File: config.mk
export PLATFORM = sky130hd
export DESIGN_NAME = jump_target_unit
export DESIGN_NICKNAME = d
export VERILOG_FILES = /design/src/rtl/jump_target_unit.sv
export SDC_FILE = /design/constraint.sdc
export NUM_CORES = 1
export LEC_CHECK = 0
export ABC_CLOCK_PERIOD_IN_PS = 8600
export BUFFER_PORTS_ARGS = -buffer_cell sky130_fd_sc_hd__buf_2
export CAP_MARGIN = 20
export CORE_AREA = 3 3 171 173
export DETAILED_ROUTE_END_ITERATION = 6
export DIE_AREA = 0 0 174 176
export PLACE_DENSITY_LB_ADDON = 0.08
export SLEW_MARGIN = 20
export SYNTH_ARGS = -nofsm -noshare
export SYNTH_HDL_FRONTEND = slang
export SYNTH_SLANG_ARGS = --single-unit
File: constraint.sdc
create_clock -name clk -period 8.6 [get_ports clk]
set_clock_uncertainty 0.05 [all_clocks]
set_input_delay 1.72 -clock clk [delete_from_list [all_inputs] [get_ports clk]]
set_output_delay 1.72 -clock clk [all_outputs]
set_load 0.02 [all_outputs]
File: src/rtl/jump_target_unit.sv
// Next-PC sequencer: label table with write-through bypass, register/label jumps and a return stack.
// One decision per cycle and all outputs registered (1-cycle latency); stall holds pc/stack/flags but still takes table writes.
module jump_target_unit #(
  parameter int              PC_W        = 16,
  parameter int              LABEL_W     = 4,
  parameter int              STACK_DEPTH = 4,
  parameter logic [PC_W-1:0] RESET_PC    = '0
) (
  input  logic                               clk,
  input  logic                               rst_n,
  input  logic [2:0]                         op,
  input  logic [LABEL_W-1:0]                 label,
  input  logic [PC_W-1:0]                    reg_target,
  input  logic                               stall,
  input  logic                               wr_en,
  input  logic [LABEL_W-1:0]                 wr_idx,
  input  logic [PC_W-1:0]                    wr_addr,
  input  logic                               clr_err,
  output logic [PC_W-1:0]                    pc,
  output logic [$clog2(STACK_DEPTH+1)-1:0]   sp,
  output logic                               bad_label,
  output logic                               ovf,
  output logic                               unf
);

  localparam int DEPTH = 2 ** LABEL_W;
  localparam int SP_W  = $clog2(STACK_DEPTH + 1);
  localparam int IDX_W = (STACK_DEPTH > 1) ? $clog2(STACK_DEPTH) : 1;

  localparam logic [2:0] OP_JREG = 3'b001;
  localparam logic [2:0] OP_JLBL = 3'b010;
  localparam logic [2:0] OP_CALL = 3'b011;
  localparam logic [2:0] OP_RET  = 3'b100;

  logic [PC_W-1:0]  tbl [DEPTH];
  logic [DEPTH-1:0] tbl_valid;
  logic [PC_W-1:0]  stk [STACK_DEPTH];

  logic [PC_W-1:0]  pc_inc;
  logic [PC_W-1:0]  pc_next;
  logic [SP_W-1:0]  sp_next;
  logic [PC_W-1:0]  lbl_target;
  logic             lbl_ok;
  logic             bypass;
  logic             stack_full;
  logic             push;
  logic             set_bad;
  logic             set_ovf;
  logic             set_unf;
  logic [IDX_W-1:0] push_idx;
  logic [IDX_W-1:0] pop_idx;

  assign pc_inc     = pc + PC_W'(1);
  // A write landing on the entry being jumped through is forwarded this cycle.
  assign bypass     = wr_en && (wr_idx == label);
  assign lbl_target = bypass ? wr_addr : tbl[label];
  assign lbl_ok     = bypass || tbl_valid[label];
  assign stack_full = (sp == SP_W'(STACK_DEPTH));
  assign push_idx   = IDX_W'(sp);
  assign pop_idx    = IDX_W'(sp - SP_W'(1));

  always_comb begin
    pc_next = pc_inc;
    sp_next = sp;
    push    = 1'b0;
    set_bad = 1'b0;
    set_ovf = 1'b0;
    set_unf = 1'b0;
    if (stall) begin
      pc_next = pc;
    end else begin
      case (op)
        OP_JREG: pc_next = reg_target;
        OP_JLBL: begin
          if (lbl_ok) pc_next = lbl_target;
          else        set_bad = 1'b1;
        end
        OP_CALL: begin
          if (!lbl_ok) begin
            set_bad = 1'b1;
          end else begin
            pc_next = lbl_target;
            if (stack_full) begin
              set_ovf = 1'b1;
            end else begin
              push    = 1'b1;
              sp_next = sp + SP_W'(1);
            end
          end
        end
        OP_RET: begin
          if (sp != '0) begin
            pc_next = stk[pop_idx];
            sp_next = sp - SP_W'(1);
          end else begin
            set_unf = 1'b1;
          end
        end
        default: ;
      endcase
    end
  end

  always_ff @(posedge clk) begin
    if (!rst_n) begin
      pc        <= RESET_PC;
      sp        <= '0;
      tbl_valid <= '0;
      for (int i = 0; i < DEPTH; i++) tbl[i] <= '0;
      bad_label <= 1'b0;
      ovf       <= 1'b0;
      unf       <= 1'b0;
    end else begin
      if (wr_en) begin
        tbl[wr_idx]       <= wr_addr;
        tbl_valid[wr_idx] <= 1'b1;
      end
      pc <= pc_next;
      sp <= sp_next;
      // A clear and a new event in the same cycle leave the flag set.
      if (!stall) begin
        bad_label <= (bad_label & ~clr_err) | set_bad;
        ovf       <= (ovf & ~clr_err) | set_ovf;
        unf       <= (unf & ~clr_err) | set_unf;
      end
    end
  end

  // Entries above sp are don't-care, so the stack storage needs no reset.
  always_ff @(posedge clk) begin
    if (push) stk[push_idx] <= pc_inc;
  end

endmodule

==> impl_metrics.json, run 1 <==
{
  "status": "finished clean",
  "drive_gt1_share_pct": 22.4,
  "hold_buffers": 0,
  "synth_edf_count": 320,
  "p_clk_share_pct": 39.8,
  "syn_inst": 1141,
  "core-area_um2": 27800,
  "gr-total-overflow": 0,
  "synthFlopType": "edfxtp_1",
  "final-setup-viol-count": 0,
  "drtAntennaViolNets": 0,
  "nets": 1245,
  "hpwl_mm": 25.2,
  "leakage_uw": 0.00661,
  "drv_cap": 0,
  "grt_pass1_vias": 10200,
  "ys_ff_latch": 358,
  "cp_max_fo": 36,
  "syn_nets": 1195,
  "synth_common_cells": "edfxtp_1, and2_1, mux4_2",
  "power.net_switching_uw": 880,
  "setup.worst_path.end_class": "flop",
  "io_buffers": 69,
  "cts.sinks": 358,
  "met3_usage_pct": 4.95,
  "critical_path.most_common_cell": "buf_4",
  "start_util_pct": 60.0,
  "synth_largest_area_cell": "edfxtp_1",
  "wl_mm": 41.1,
  "rsz0062_at_grt": "no",
  "p_int_uw": 3000,
  "clock_latency_ns": 0.52,
  "yosys_warnings": 0,
  "finalHoldViolCount": 0,
  "critPathArrivalTime_ns": 5.06,
  "drtIter0Drc": 1112,
  "antenna_found_initial": 0,
  "whs_ns": 0.398,
  "grt_max_degree": 53,
  "gp_congestion": 0.826,
  "ioPinCount": 70,
  "crit_chain": "buf_4 -> buf_4 -> mux4_1 -> nor2b_1 -> a211oi_1 -> a2111oi_0 -> o221a_1 -> a311o_1",
  "worst-setup-path-type": "in2reg",
  "track_usage_pct": 27.3,
  "avgSynthCellArea_um2": 14.6,
  "num_vias": 9902,
  "grt_util_met1_pct": 39.8,
  "vdd_drop_max_mv": 0.191,
  "cts_buffer_depth": 3,
  "tightest_slew_ns": 1.12,
  "max_stage_delay_ns": 0.70,
  "post_cts_resized": 0,
  "ys_seq_area_share_pct": 62.2,
  "pre_cts_slack_ns": 3.35,
  "cts_made_buffers": 38,
  "h-tree-depth": 2,
  "slew_headroom_pct": 25.1,
  "die_w_um": 174,
  "ys_types": 53,
  "syn_to_final_growth_pct": 11.2,
  "cp.required_ns": 8.94,
  "drv_slew": 0,
  "cp-start-kind": "input port",
  "min_path_type": "reg2reg",
  "async_reset_ff_share_pct": 0,
  "cp_slowest_cell": "buf_4",
  "grt_pass1_wl_mm": 63.1,
  "clock.fmax_ghz": 0.212,
  "final.setup.worst_slack_ns": 3.88,
  "post_cts_buffers": 0,
  "routedWlPerCell_um": 25.7,
  "busiest_layer": "met2",
  "cts_tree": "done",
  "die-area_um2": 30600,
  "p_sw_share_pct": 22.7,
  "path_clk_slew_ns": 0.06,
  "power.density_nw_per_um2": 209,
  "drcViolationCount": 0,
  "via_per_inst": 6.20,
  "clockRootBuffer": "clkbuf_16",
  "setup_tns_ns": 0,
  "die_h_um": 176,
  "row_count": 61,
  "finalCritPeriodShare_pct": 54.8,
  "dr.pass1.iters": 5,
  "use_met2_pct": 43.3,
  "combPwrFrac_pct": 8.5,
  "synthTopCellsByArea": "edfxtp_1, mux4_2, and2_1, dfxtp_1, clkbuf_1",
  "min_period_ns": 4.72,
  "synth_area_um2": 16700,
  "p_seq_share_pct": 51.7,
  "post-synth-top-count-cell": "edfxtp_1",
  "yosysTopAreaCellShare_pct": 57.7
}
-- cell usage in the layout (no fill, tap or decap), types with 18 or more instances in the layout --
master	synthesis	routed
a21o_1	18	18
a21oi_1	37	37
and2_1	259	259
buf_2	17	68
buf_4	3	27
clkbuf_16	0	41
dfxtp_1	38	38
edfxtp_1	320	320
mux2i_1	18	18
mux4_2	81	81
nand2_1	28	28
nor2_1	46	38
o21ai_0	41	29
-- worst paths after layout --
kind | slack, ns | to | cells past startpoint | start
max | 3.88 | pc[3] | 8 | label[0]
min | 0.40 | tbl_valid[11] | 1 | tbl_valid[11]
max reg2reg | 5.39 | pc[3] | 8 | sp[0]
min reg2reg | 0.40 | tbl_valid[11] | 1 | tbl_valid[11]
-- layer usage --
metal  vias to the layer above  routed length, um
li1                       4397                  -
met1                      5041              17500
met2                       404              19700
met3                        60               2960
met4                         0                964
met5                         -                  0
-- flip-flops by register name, indices dropped and copies added (netlist names) --
signal and flops:
bad_label 1, ovf 1, pc 16, sp 3, stk 64, tbl 256
tbl_valid 16, unf 1
-- cells by family (layout without fill, tap and decap cells) --
logic type,after synthesis,count (layout),share of synthesized area (%)
flip-flops,358,358,62.2
adder cells (fa/ha/maj),6,6,0.451
other,0,1,0
XOR/XNOR,21,21,1.15
AND/OR/NAND/NOR,402,402,14.0
AO/OA/AOI/OAI,155,155,6.65
buffers and inverters,95,173,2.85
multiplexers,104,104,12.6
-- power by group through the flow --
| stage | registers [uW] | clock network, uW | logic (uW) |
|---|---|---|---|
| final | 2010 | 1540 | 330 |
| after detailed placement | 2040 | 0 | 329 |
| after CTS | 2010 | 1560 | 330 |
| after global routing | 2010 | 1630 | 353 |
| after floorplan | 2040 | 0 | 212 |
| after global placement | 2040 | 0 | 324 |
-- worst max-delay path, delay by kind of cell --
family                 cells  cell delay (ns)
AND/OR/NAND/NOR            1             0.15
buffers and inverters      2             1.25
multiplexers               1             0.65
AO/OA/AOI/OAI              4             1.21
-- area by class of cell --
| cell class | instances | area (um2) |
|---|---|---|
| Antenna cell | 1 | 2.50 |
| Clock buffer | 51 | 1060 |
| Clock inverter | 17 | 101 |
| Fill cell | 2043 | 9260 |
| Inverter | 10 | 37.5 |
| Multi-Input combinational cell | 688 | 5930 |
| Sequential cell | 358 | 10400 |
| Tap cell | 378 | 473 |
| Timing Repair Buffer | 95 | 543 |
-- per-stage QoR --
stage	cell area (um2)	power [uW]	utilization, %	instances
after floorplan	16700	2250	-	1141
after global routing	18500	4000	66.7	1597
after CTS	18500	3890	66.6	1597
after detailed placement	17300	2370	62.4	1529
final	18500	3880	66.7	1598
after global placement	17300	2360	62.4	1529
Note: power is estimated with default switching activity, not from simulation.
==> run 2, diff against run 1 <==
Settings changed: ABC_CLOCK_PERIOD_IN_PS 8600 to 4760.
Clock period 8.6 ns to 4.76 ns, I/O delays scaled along.
==> run 2 against run 1 <==
Largest power group unchanged. Highest routed layer unchanged. First-iteration DRC count grew 32%. Critical path type unchanged. Setup slack lost 2.4 ns. Via count grew 4.1%.
==> impl_metrics.json, run 2 (synthesis results as in run 1) <==
{
  "nets": 1262,
  "cts_tree": "done",
  "drv_slew": 0,
  "setup_tns_ns": 0,
  "whs_path_depth": 1,
  "leakage_uw": 0.00678,
  "max_stage_delay_ns": 0.79,
  "h-tree-depth": 2,
  "setup.worst_path.end_class": "flop",
  "finalCritPeriodShare_pct": 69.4,
  "multiInputGateArea_um2": 5890,
  "drive_gt1_share_pct": 23.5,
  "antenna_found_initial": 2,
  "cts_made_buffers": 37,
  "gr-total-overflow": 0,
  "worst-setup-path-type": "in2reg",
  "drtIter0Drc": 1466,
  "die_w_um": 174,
  "post_cts_resized": 0,
  "grt_pass1_vias": 10400,
  "hpwl_mm": 27.7,
  "final_cell_mix": "edfxtp_1, and2_1, mux4_2",
  "ioPinCount": 70,
  "num_antenna_cells": 0,
  "finalHoldViolCount": 0,
  "drv_cap": 0,
  "n_fill_cell": 2029,
  "reg_top3": "tbl x256, stk x64",
  "final_util_pct": 67.6,
  "post_cts_buffers": 0,
  "routedWlPerCell_um": 27.3,
  "cts.sinks": 358,
  "cp-start-kind": "input port",
  "clock.fmax_ghz": 0.303,
  "regMostFlops": "tbl",
  "dr.pass1.iters": 6,
  "cp_max_fo": 16,
  "critPathArrivalTime_ns": 3.39,
  "die_h_um": 176,
  "final-setup-viol-count": 0,
  "crit_chain": "buf_4 -> mux4_2 -> nand3b_1 -> and4_1 -> a211oi_1 -> and2_1",
  "num_vias": 10300,
  "cp_slowest_cell": "and2_1",
  "crit_cells": 6,
  "core-area_um2": 27800,
  "drtAntennaViolNets": 0,
  "path_clk_slew_ns": 0.06,
  "rr_worst_depth": 9,
  "syn_to_final_growth_pct": 12.7,
  "status": "finished clean",
  "grt_max_degree": 47,
  "mostFrequentLayoutCell": "edfxtp_1",
  "clockRootBuffer": "clkbuf_16",
  "start_util_pct": 60.0,
  "power.density_nw_per_um2": 394,
  "io_buffers": 69,
  "track_usage_pct": 29.3,
  "largest_reg_flops": 256,
  "cp_num_buf_inv": 1,
  "clock_latency_ns": 0.52,
  "die-area_um2": 30600,
  "gp_congestion": 0.856,
  "rsz0062_at_grt": "no",
  "tightest_slew_ns": 1.14,
  "hold_buffers": 0,
  "vdd_drop_max_mv": 0.338,
  "via_per_inst": 6.38,
  "drcViolationCount": 0,
  "wl_mm": 44.0,
  "min_period_ns": 3.30,
  "critical-path-top-delay-family": "simple AND/OR/NAND/NOR gates",
  "cp.required_ns": 4.85,
  "row_count": 61,
  "cts_buffer_depth": 3,
  "min_path_type": "reg2reg",
  "slew_headroom_pct": 24.1,
  "seqCellArea_um2": 10400,
  "grt_pass1_wl_mm": 66.3
}
==> run 2: path summary, 6_finish.rpt <==
check                from            to  slack [ns]
max              label[0]    stk[0][14]        1.46
min          tbl_valid[8]  tbl_valid[8]        0.40
max reg2reg         sp[0]         pc[7]        1.61
min reg2reg  tbl_valid[8]  tbl_valid[8]        0.40
==> run 2: metal layers <==
layer	part of all wire, %	global-route usage [%]	routed length (um)	up-vias
met5	0	0	0	-
met4	2.7	8.95	1200	0
met3	9.0	4.39	3970	83
met2	48	46.0	20900	587
met1	41	43.2	17900	5207
li1	-	-	-	4429
==> run 2: cell type report <==
class	instances	share of cell area [%]
Timing Repair Buffer	113	3.61
Multi-Input combinational cell	688	31.4
Tap cell	378	2.52
Clock buffer	50	5.69
Clock inverter	18	1.42
Sequential cell	358	55.2
Inverter	10	0.200
==> run 2: metrics by stage <==
stage               total power [uW]  hold slack [ns]  std cells  worst slack, ns  area (um2)
CTS                             7420            0.400       1615             1.48       18800
global placement                4290            0.375       1547             1.00       17400
detailed placement              4300            0.386       1547            0.930       17400
finish                          7400            0.399       1615             1.46       18800
global route                    7590            0.417       1615             1.29       18800
floorplan                       4060            0.368       1141             1.43       16700
==> run 2: power breakdown <==
| group | internal (uW) | leakage [uW] | switching, uW |
|---|---|---|---|
| clock network | 1960 | 0.000652 | 1200 |
| logic | 232 | 0.00279 | 378 |
| registers | 3570 | 0.00334 | 59.3 |
| total | 5760 | 0.00678 | 1640 |
